===== src/rtl/wb_arbiter.sv =====
// ---------------------------------------------------------------------------
// wb_arbiter
// Round-robin arbiter sharing one pipelined Wishbone slave between
// NUM_MASTERS masters. A master holds the bus for its whole cycle (cyc). The
// arbiter limits the number of outstanding strobes and aborts a hung cycle
// with err.
//
// Ports
//   clk_i, rst_i            clock (rising edge), async active-low reset
//   m_cyc_i/m_stb_i/m_we_i  per-master request bits
//   m_adr_i/m_dat_i/m_sel_i flattened per-master fields, master k at slice k
//   m_dat_o                 read data broadcast to all masters
//   m_ack_o/m_err_o         response, routed to the granted master only
//   m_stall_o               per-master stall
//   grant_o                 one-hot current grant (debug)
//   s_*                     single slave port
//
// state | meaning
// IDLE  | no owner, round-robin pick among m_cyc_i
// GRANT | master gidx owns the slave, requests muxed through
// ABORT | watchdog fired, slave cut off until owner drops cyc
// ---------------------------------------------------------------------------
module wb_arbiter #(
    parameter int NUM_MASTERS     = 2,
    parameter int ADDR_WIDTH      = 16,
    parameter int DATA_WIDTH      = 32,
    parameter int GRANULE         = 8,
    parameter int MAX_OUTSTANDING = 4,
    parameter int TIMEOUT         = 64,
    localparam int SEL_WIDTH      = DATA_WIDTH / GRANULE
) (
    input  logic                              clk_i,
    input  logic                              rst_i,
    input  logic [NUM_MASTERS-1:0]            m_cyc_i,
    input  logic [NUM_MASTERS-1:0]            m_stb_i,
    input  logic [NUM_MASTERS-1:0]            m_we_i,
    input  logic [NUM_MASTERS*ADDR_WIDTH-1:0] m_adr_i,
    input  logic [NUM_MASTERS*DATA_WIDTH-1:0] m_dat_i,
    input  logic [NUM_MASTERS*SEL_WIDTH-1:0]  m_sel_i,
    output logic [DATA_WIDTH-1:0]             m_dat_o,
    output logic [NUM_MASTERS-1:0]            m_ack_o,
    output logic [NUM_MASTERS-1:0]            m_err_o,
    output logic [NUM_MASTERS-1:0]            m_stall_o,
    output logic [NUM_MASTERS-1:0]            grant_o,
    output logic                              s_cyc_o,
    output logic                              s_stb_o,
    output logic                              s_we_o,
    output logic [ADDR_WIDTH-1:0]             s_adr_o,
    output logic [DATA_WIDTH-1:0]             s_dat_o,
    output logic [SEL_WIDTH-1:0]              s_sel_o,
    input  logic [DATA_WIDTH-1:0]             s_dat_i,
    input  logic                              s_ack_i,
    input  logic                              s_err_i,
    input  logic                              s_stall_i
);

    localparam int IDX_W = (NUM_MASTERS > 1) ? $clog2(NUM_MASTERS) : 1;
    localparam int OUT_W = $clog2(MAX_OUTSTANDING + 1);
    localparam int WD_W  = $clog2(TIMEOUT + 1);

    localparam logic [1:0] IDLE  = 2'd0;
    localparam logic [1:0] GRANT = 2'd1;
    localparam logic [1:0] ABORT = 2'd2;

    logic [1:0]             state;
    logic [IDX_W-1:0]       gidx;
    logic [NUM_MASTERS-1:0] grant;
    logic [IDX_W-1:0]       rr_ptr;
    logic [OUT_W-1:0]       outstanding;
    logic [WD_W-1:0]        wdog;

    logic                   pick_found;
    logic [IDX_W-1:0]       pick_idx;
    logic [IDX_W:0]         pick_sum;
    logic [IDX_W-1:0]       next_ptr;
    logic                   cyc_g;
    logic                   stb_g;
    logic                   in_grant;
    logic                   full;
    logic                   resp;
    logic                   accept;
    logic                   retire;
    logic                   wd_hit;

    // Round-robin scan starting at rr_ptr, wrapping modulo NUM_MASTERS.
    always_comb begin
        pick_found = 1'b0;
        pick_idx   = '0;
        pick_sum   = '0;
        for (int i = 0; i < NUM_MASTERS; i++) begin
            pick_sum = {1'b0, rr_ptr} + (IDX_W+1)'(i);
            if (pick_sum >= (IDX_W+1)'(NUM_MASTERS)) begin
                pick_sum = pick_sum - (IDX_W+1)'(NUM_MASTERS);
            end
            if (!pick_found && m_cyc_i[pick_sum[IDX_W-1:0]]) begin
                pick_found = 1'b1;
                pick_idx   = pick_sum[IDX_W-1:0];
            end
        end
    end

    assign next_ptr = (gidx == IDX_W'(NUM_MASTERS - 1)) ? '0 : gidx + IDX_W'(1);

    // Slave-side request mux, driven from the registered grant index.
    always_comb begin
        s_we_o  = 1'b0;
        s_adr_o = '0;
        s_dat_o = '0;
        s_sel_o = '0;
        cyc_g   = 1'b0;
        stb_g   = 1'b0;
        for (int k = 0; k < NUM_MASTERS; k++) begin
            if (gidx == IDX_W'(k)) begin
                cyc_g   = m_cyc_i[k];
                stb_g   = m_stb_i[k];
                s_we_o  = m_we_i[k];
                s_adr_o = m_adr_i[k*ADDR_WIDTH +: ADDR_WIDTH];
                s_dat_o = m_dat_i[k*DATA_WIDTH +: DATA_WIDTH];
                s_sel_o = m_sel_i[k*SEL_WIDTH +: SEL_WIDTH];
            end
        end
    end

    assign in_grant = (state == GRANT);
    assign full     = (outstanding == OUT_W'(MAX_OUTSTANDING));
    assign resp     = s_ack_i | s_err_i;
    assign s_cyc_o  = in_grant & cyc_g;
    // Strobe is also qualified by cyc so a master that drops cyc with stb
    // still high cannot leak a strobe onto the slave.
    assign s_stb_o  = in_grant & cyc_g & stb_g & ~full;
    assign accept   = s_stb_o & ~s_stall_i;
    // Acks with nothing outstanding are forwarded but must not underflow.
    assign retire   = in_grant & resp & (outstanding != '0);
    // A real response arriving on the terminal cycle wins over the abort.
    assign wd_hit   = in_grant & cyc_g & (outstanding != '0) & ~resp
                    & (wdog == WD_W'(TIMEOUT));

    assign m_dat_o  = s_dat_i;
    assign grant_o  = grant;

    // Master-side response/stall routing. Stalls are forced low while in
    // reset so that every output is quiet during reset.
    always_comb begin
        m_ack_o   = '0;
        m_err_o   = '0;
        m_stall_o = '0;
        for (int k = 0; k < NUM_MASTERS; k++) begin
            if ((state != IDLE) && (gidx == IDX_W'(k))) begin
                m_ack_o[k]   = s_cyc_o & s_ack_i;
                m_err_o[k]   = (s_cyc_o & s_err_i) | wd_hit;
                m_stall_o[k] = rst_i & ((state == ABORT) | s_stall_i | full);
            end else begin
                m_stall_o[k] = rst_i & m_cyc_i[k];
            end
        end
    end

    always_ff @(posedge clk_i or negedge rst_i) begin
        if (!rst_i) begin
            state       <= IDLE;
            gidx        <= '0;
            grant       <= '0;
            rr_ptr      <= '0;
            outstanding <= '0;
            wdog        <= '0;
        end else begin
            case (state)
                IDLE: begin
                    outstanding <= '0;
                    wdog        <= '0;
                    if (pick_found) begin
                        state <= GRANT;
                        gidx  <= pick_idx;
                        grant <= {{(NUM_MASTERS-1){1'b0}}, 1'b1} << pick_idx;
                    end
                end
                GRANT: begin
                    if (!cyc_g) begin
                        state       <= IDLE;
                        grant       <= '0;
                        outstanding <= '0;
                        wdog        <= '0;
                        rr_ptr      <= next_ptr;
                    end else if (wd_hit) begin
                        state       <= ABORT;
                        outstanding <= '0;
                        wdog        <= '0;
                    end else begin
                        if (accept && !retire) begin
                            outstanding <= outstanding + OUT_W'(1);
                        end else if (!accept && retire) begin
                            outstanding <= outstanding - OUT_W'(1);
                        end
                        if (resp || (outstanding == '0)) begin
                            wdog <= '0;
                        end else if (wdog != WD_W'(TIMEOUT)) begin
                            wdog <= wdog + WD_W'(1);
                        end
                    end
                end
                ABORT: begin
                    outstanding <= '0;
                    wdog        <= '0;
                    if (!cyc_g) begin
                        state  <= IDLE;
                        grant  <= '0;
                        rr_ptr <= next_ptr;
                    end
                end
                default: begin
                    state <= IDLE;
                    grant <= '0;
                end
            endcase
        end
    end

endmodule


===== config.mk =====
export PLATFORM = sky130hd
export DESIGN_NAME = wb_arbiter
export DESIGN_NICKNAME = d
export VERILOG_FILES = /design/src/rtl/wb_arbiter.sv
export SDC_FILE = /design/constraint.sdc
export NUM_CORES = 1
export LEC_CHECK = 0
export BUFFER_PORTS_ARGS = -buffer_cell sky130_fd_sc_hd__buf_2
export CORE_AREA = 4 4 92 94
export CTS_BUF_LIST = sky130_fd_sc_hd__clkbuf_4 sky130_fd_sc_hd__clkbuf_8 sky130_fd_sc_hd__clkbuf_16
export DETAILED_ROUTE_END_ITERATION = 16
export DIE_AREA = 0 0 96 98
export PLACE_DENSITY = 0.69
export SLEW_MARGIN = 15
export SYNTH_ARGS = -nofsm -noshare
export SYNTH_HDL_FRONTEND = slang
export SYNTH_SLANG_ARGS = --single-unit

===== constraint.sdc =====
create_clock -name clk_i -period 2.05 [get_ports clk_i]
set_clock_uncertainty 0.05 [all_clocks]
set_input_delay 0.41 -clock clk_i [delete_from_list [all_inputs] [get_ports clk_i]]
set_output_delay 0.41 -clock clk_i [all_outputs]
set_load 0.05 [all_outputs]

; Word-level counts from Yosys, hierarchy flattened
; Cells that the tools add are included.
[word_totals]
output_inout_bits = 95
inputBits = 147
n_memories = 0
mem_bits_ro = 0
latchBits = 0
mem_bits_rw = 0
regBits = 16
wordCells = 114
[classes]
n_lt_le_gt_ge = 4
reduce_logical = 22
shifts = 1
addsub = 7
bitwise_logic = 23
mul = 0
eq_ne = 11
n_mux = 40
n_div = 0
[op_table]
columns = cell, n
row1 = $mux 32, 1
row2 = $mux 7, 4
row3 = $mux 1, 20
row4 = $mux 16, 1
row5 = $and 1x1->1, 14
row6 = $pmux 7 s2, 1
row7 = $mux 3, 4
row8 = $mux 2, 5
row9 = $ne 5x2->1 const B, 2
row10 = $reduce_and 2->1, 5
row11 = $add 7x1->7 const B, 1
row12 = $eq 7x7->1 const B, 1
row13 = $ne 7x7->1 const B, 1
row14 = $ne 2x2->1 const B, 3
row15 = $pmux 2 s3, 1
row16 = $pmux 3 s2, 1
row17 = $logic_and 1x1->1, 5
row18 = $not 1->1, 5
row19 = $lt 1x2->1 const B, 2
row20 = $mux 4, 1
row21 = $or 1x1->1, 4
row22 = $pmux 2 s2, 1
row23 = $reduce_bool 2->1, 2
row24 = $reduce_or 2->1, 2
row25 = other kinds (18), 21

; Longest topological paths before layout
; Gate-level depths: netlist of run 1.
[depth]
depth_word = 12
depth_mapped = 8
mapped_depth_nobuf = 8

; Worst setup path after synthesis of run 1
; Ideal clock, no wire load.
[synth_path]
path_kind = reg2out
start = reg wdog[0]
end = out m_err_o[1]
t_required_ns = 1.590
n_path_buf = 0
slack_ns = -1.121
arrival_ns = 2.711
stages_incl_launch_ff = 7
cell_sequence = dfrtp_1 > inv_1 > ha_1 > and4bb_2 > and4b_1 > nor2_1 > nor4b_1
[synth_between]
elab_chain_cells = 4
[synth_lines]
columns = item, line
row1 = "start, declared", 70  ; logic [WD_W-1:0] wdog;
row2 = "start signal, assigned", 197  ; wdog <= wdog + WD_W'(1);
row3 = $eq 7x7->1, 136  ; & (wdog == WD_W'(TIMEOUT));
row4 = $and 1x1->1, 136
row5 = $or 1x1->1, 150  ; m_err_o[k] = (s_cyc_o & s_err_i) | wd_hit;
row6 = $mux 1, 148  ; if ((state != IDLE) && (gidx == IDX_W'(k))) begin
row7 = "end, declared", 42  ; output logic [NUM_MASTERS-1:0] m_err_o,
; No other way between the ends.

; Worst setup path after layout of run 1
; Same ends and word-level chain as after synthesis.

==> results of run 1 <==
==> Yosys cell counts (2+ instances only) <==
library cell	instances	share of area [%]
mux2_2	55	31
buf_4	32	12
dfrtp_1	16	20
nor2_1	16	3.0
inv_1	13	2.4
o21ai_0	9	2.2
clkbuf_1	7	1.3
nand2_1	7	1.3
ha_1	6	3.7
a21oi_1	5	1.2
nand3_1	4	1.0
xor2_1	4	1.7
nand4_1	3	0.94
a311oi_1	2	0.87
and3_1	2	0.62
mux2_4	2	1.5
nand2b_1	2	0.62
nor2b_1	2	0.62
nor4b_1	2	0.87
xnor2_1	2	0.87
==> path summary, 6_finish.rpt <==
check / end / from / cells after the start
worst min register to register: wdog[2] / wdog[2] / 1
worst max register to register: outstanding[2] / gidx / 8
worst max-delay path: m_err_o[1] / wdog[0] / 7
min in group clk_i: wdog[2] / wdog[2] / 1
max in group asynchronous: gidx / rst_i / 2
worst min-delay path: grant_o[1] / rst_i / 2
==> worst register-to-register path: stages, from the launching register on <==
cell and delay, ns:
dfrtp_2 0.46, mux2_4 0.35, nand2_8 0.13, buf_6 0.13, nor3_4 0.05, fa_2 0.38, xor2_2 0.16, o21ai_1 0.14
o2bb2ai_1 0.14
==> per-stage QoR <==
stage	total power [uW]	area [um^2]	std cells	utilization (%)	worst slack, ns
after global routing	5030	3480	500	45.5	-0.294
after CTS	4530	3310	492	43.2	-0.200
after floorplan	3350	2150	213	-	-0.146
after detailed placement	4010	3070	477	40.2	-0.0332
after global placement	3960	3070	477	40.2	-0.00528
final	4800	3480	500	45.5	-0.210
==> area by class of cell <==
| type | count | area [um^2] | share of cell area (%) |
|---|---|---|---|
| Multi-Input combinational cell | 144 | 1470 | 42.3 |
| Timing Repair Buffer | 221 | 1380 | 39.5 |
| Tap cell | 102 | 128 | 3.67 |
| Sequential cell | 16 | 402 | 11.5 |
| Inverter | 13 | 52.6 | 1.51 |
| Clock buffer | 4 | 48.8 | 1.40 |
==> sequential cells by signal, summed over array words and instances (netlist names) <==
signal       count
outstanding      3
wdog             7
state            2
grant_o          2
gidx             1
rr_ptr           1
==> routing by layer <==
metal / share of wire [%] / vias up / wire length, um / track usage [%]
met4: 0.54 / 0 / 44 / 2.52
li1: - / 1087 / - / -
met2: 53 / 105 / 4340 / 28.6
met1: 39 / 1064 / 3220 / 20.5
met5: 0 / - / 0 / 0
met3: 6.8 / 4 / 559 / 3.00
==> repair_timing <==
item | CTS | global route
pin swaps | 8 | 8
gates resized for setup | 30 | 42
setup buffers | 11 | 6
cloned | 0 | 2
hold endpoints to repair | 0 | 0
hold buffers | 0 | 0
setup endpoints to repair | 39 | 52
==> power groups by stage <==
stage	sequential [uW]	combinational, uW	clock [uW]
3_3_place_gp	460	3500	0
3_5_place_dp	462	3540	0
2_1_floorplan	491	2860	0
6_report	452	4090	265
5_1_grt	461	4290	277
4_1_cts	445	3820	266
==> kinds of logic after synthesis <==
group / synth area share [%]
AOI/OAI and AO/OA: 7.11
xor gates and xnor gates: 2.62
adders and majority gates: 4.74
buffers and inverters: 16.3
DFF: 20.0
muxes: 32.9
and+or+nand+nor: 16.4
==> results.yml, run 1 <==
power_and_ir_drop:
  seq_power_share_pct: 9.4
  vdd_drop_max_v: 0.000906
  share_comb_of_total_power_pct: 85.1
  sw_frac_of_total_pct: 55.9
  power.internal_uw: 2120
  p_clk_share_pct: 5.5
  p_leak_uw: 0.00176
  switching_power_uw: 2690
  power_density_nw_per_um2: 1380
routing:
  drt-total-wl_um: 8170
  via_count: 2260
  drt_pre_antenna_iters: 4
  detail_route.vias_per_cell: 4.52
  wl_per_cell_um: 16.3
  ant_nets: 0
  drtIter0Drc: 74
  drc: 0
floorplanning:
  fp.dieArea_um2: 9410
  die_w_um: 96
  fp.dieH_um: 98
  coreArea_um2: 7650
  initial_utilization_pct: 26.2
  num_rows: 32
  ioPinCount: 242
timing:
  worst_slack_ns: -0.210
  fin_crit_sh_pct: 110
  worst_slew_pin_slew_ns: 0.367
  fin_setup_tns_ns: -0.472
  whs_ns: 0.0524
  rsz0062_at_grt: "true"
  fmaxAchievable_ghz: 0.442
  min_period_ns: 2.26
  final-setup-viol-count: 8
  relSlewSlack_pct: 75.4
  finalHoldViolCount: 0
  slew_viol_final: 0
synthesis:
  synth.net_count: 367
  synth.distinct_cells: 42
  syn_inst: 213
  yosysWarnings: 0
  synth_ff_type: "dfrtp_1"
  syn_avg_cell_area_um2: 9.42
  ys_ff_latch: 16
  synthArstFlopShare_pct: 100
  syn_area_um2: 2010
  yosysSeqAreaShare_pct: 20.0
  synth_enable_flop_cells: 0
run_status:
  status: "finished, violations left"
  violations: "setup timing"
run:
  cap_violations: 0
worst_setup_path:
  worstSetupPathType: "reg -> out"
  cp-start-kind: "flop"
  crit_required_ns: 1.59
  end_kind: "primary output"
  critPathSlowestCell: "dfrtp_1"
  critPathTopFamily: "simple AND/OR/NAND/NOR gates"
  path_cells: "inv_2 > ha_1 > and4bb_2 > and4b_2 > nor2_4 > nor4b_4 > buf_6"
  critPathMaxStageDelay_ns: 0.39
  cp_num_buf_inv: 2
  rrSetupSlack_ns: -0.02
  cp_max_fo: 2
  worstPathArrival_ns: 1.80
placed_design:
  dp_hpwl_um: 6670
  routabilityCongestion: 0.913
  portBuffers: 177
clock_tree:
  path_clk_slew_ns: 0.07
  cts_made_buffers: 3
  cts_tree: "built"
  clock-root-buffer: "clkbuf_8"
  cts_max_path_buffers: 2
  clkSinkCount: 16
  htreeDepth: 1
  insertion_delay_ns: 0.25
cells_and_area:
  layout_common_cells: "buf_2, mux2_2, buf_4"
  synthToLayoutAreaGrowth_pct: 73.5
  drive_gt1_share_pct: 79.1
  layout.nets: 553
  n_antenna_cell: 0
  fill_cells: 720
  mostFrequentLayoutCell: "buf_2"
grt:
  grt_pass1_vias: 2386
  grtUsageTotal_pct: 16.2
  grt_pass1_wl_um: 12100
  gr-total-overflow: 0
  grt_max_degree: 31
  grt_antenna_before_repair: 0
min_path:
  min_path_type: "in -> async"
(Power assumes the default switching activity.)
==> inputs of run 2 (changes only) <==
Settings changed: PLACE_DENSITY 0.69 to 0.67.
Clock period 2.05 ns to 2.8 ns, I/O delays scaled along.
==> run 2 against run 1 <==
The flow now finishes without violations. Hold slack better by 0.15 ns. Final cell count down 8.0%. Core utilization down 7.8 points. First-iteration DRC count down 69%. Highest routed layer unchanged. Total power down 38%. Die area unchanged. Cell area down 17%.
==> results.yml, run 2 (synthesis results as in run 1) <==
clock_tree:
  cts_made_buffers: 3
  cts.repair.resized: 0
  postCtsHoldBufs: 0
  cts_tree: "built"
  clkSinkCount: 16
  htreeDepth: 1
  cts_setup_buffers: 0
  cts_max_path_buffers: 2
  insertion_delay_ns: 0.25
  clock-root-buffer: "clkbuf_8"
  path_clk_slew_ns: 0.07
cells_and_area:
  synthToLayoutAreaGrowth_pct: 43.8
  drive_gt1_share_pct: 71.8
  fill_cells: 769
  largest-register: "wdog"
  layout_common_cells: "buf_2, mux2_2, nor2_1"
  mostFrequentLayoutCell: "buf_2"
  n_antenna_cell: 0
  layout.nets: 513
  final_core_util_pct: 37.7
  largest_registers: "wdog (7), outstanding (3)"
  largest_reg_flops: 7
routing:
  drt_pre_antenna_iters: 4
  wl_per_cell_um: 15.1
  drtIter0Drc: 23
  drt-total-wl_um: 6950
  drc: 0
  via_count: 2085
  ant_nets: 0
  detail_route.vias_per_cell: 4.53
timing:
  fmaxAchievable_ghz: 0.385
  finalHoldViolCount: 0
  final-setup-viol-count: 0
  fin_setup_tns_ns: 0
  worst_slew_pin_slew_ns: 0.431
  slew_viol_final: 0
  rsz0062_at_grt: "false"
  fin_crit_sh_pct: 92.7
  relSlewSlack_pct: 71.3
  min_period_ns: 2.60
  worst_slack_ns: 0.204
placed_design:
  routabilityCongestion: 0.788
  dp_slack_ns: 0.422
  portBuffers: 177
  dp_hpwl_um: 6120
grt:
  gr-total-overflow: 0
  grt_busiest_layer: "met2"
  use_met1_pct: 18.4
  grt_pass1_vias: 2176
  grtUsageTotal_pct: 14.6
  grt_util_met3_pct: 3.93
  grt_pass1_wl_um: 11000
  grt_util_met2_pct: 24.3
  grt_antenna_before_repair: 0
  grt_max_degree: 28
run_status:
  status: "finished clean"
worst_setup_path:
  end_kind: "primary output"
  cp-start-kind: "flop"
  worstSetupPathType: "reg -> out"
  crit_required_ns: 2.19
  worstPathArrival_ns: 1.99
  cp_max_fo: 4
power_and_ir_drop:
  vdd_drop_max_v: 0.000651
  p_leak_uw: 0.00149
  power_density_nw_per_um2: 1030
floorplanning:
  coreArea_um2: 7650
  initial_utilization_pct: 26.2
  num_rows: 32
  ioPinCount: 242
  fp.dieH_um: 98
  die_w_um: 96
  fp.dieArea_um2: 9410
run:
  cap_violations: 0
min_path:
  min_path_type: "in -> async"
## run 2: final timing paths
check,startpoint,endpoint,slack (ns),cells past startpoint
worst max register to register,gidx,outstanding[2],0.55,7
min in group clk_i,wdog[2],wdog[2],0.46,1
worst min-delay path,rst_i,wdog[2],0.21,2
worst max-delay path,wdog[0],m_err_o[1],0.20,7
max in group asynchronous,rst_i,gidx,2.29,2
worst min register to register,wdog[2],wdog[2],0.46,1
## run 2: critical path: stages (launching register included)
cell	delay, ns
dfrtp_1	0.39
inv_1	0.08
ha_1	0.14
and4bb_2	0.24
and4b_1	0.28
nor2_1	0.10
nor4b_2	0.21
buf_2	0.30
## run 2: area by class of cell
cell class / count / area, um^2 / share of cell area (%)
Inverter: 13 / 48.8 / 1.69
Sequential cell: 16 / 402 / 13.9
Multi-Input combinational cell: 144 / 1310 / 45.4
Timing Repair Buffer: 181 / 941 / 32.6
Tap cell: 102 / 128 / 4.43
Clock buffer: 4 / 55.1 / 1.91
## run 2: where the power goes
part	internal (uW)	switching [uW]	leakage, uW
clock	125	84.4	0.0000288
sequential	282	79.5	0.000210
combinational	782	1620	0.00125
## run 2: metal layers
metal / part of all wire (%) / up-vias
met4: 1.6 / 0
met2: 49 / 111
met5: 0 / -
met1: 41 / 954
met3: 8.6 / 10
li1: - / 1010
## run 2: through the flow
stage | instance area [um^2] | instances | power (uW) | hold slack (ns)
after CTS | 2880 | 460 | 3000 | 0.215
after global placement | 2830 | 456 | 2760 | 0.433
after global routing | 2880 | 460 | 3130 | 0.220
after floorplan | 2040 | 213 | 2340 | 0.214
after detailed placement | 2830 | 456 | 2770 | 0.451
final | 2880 | 460 | 2970 | 0.205
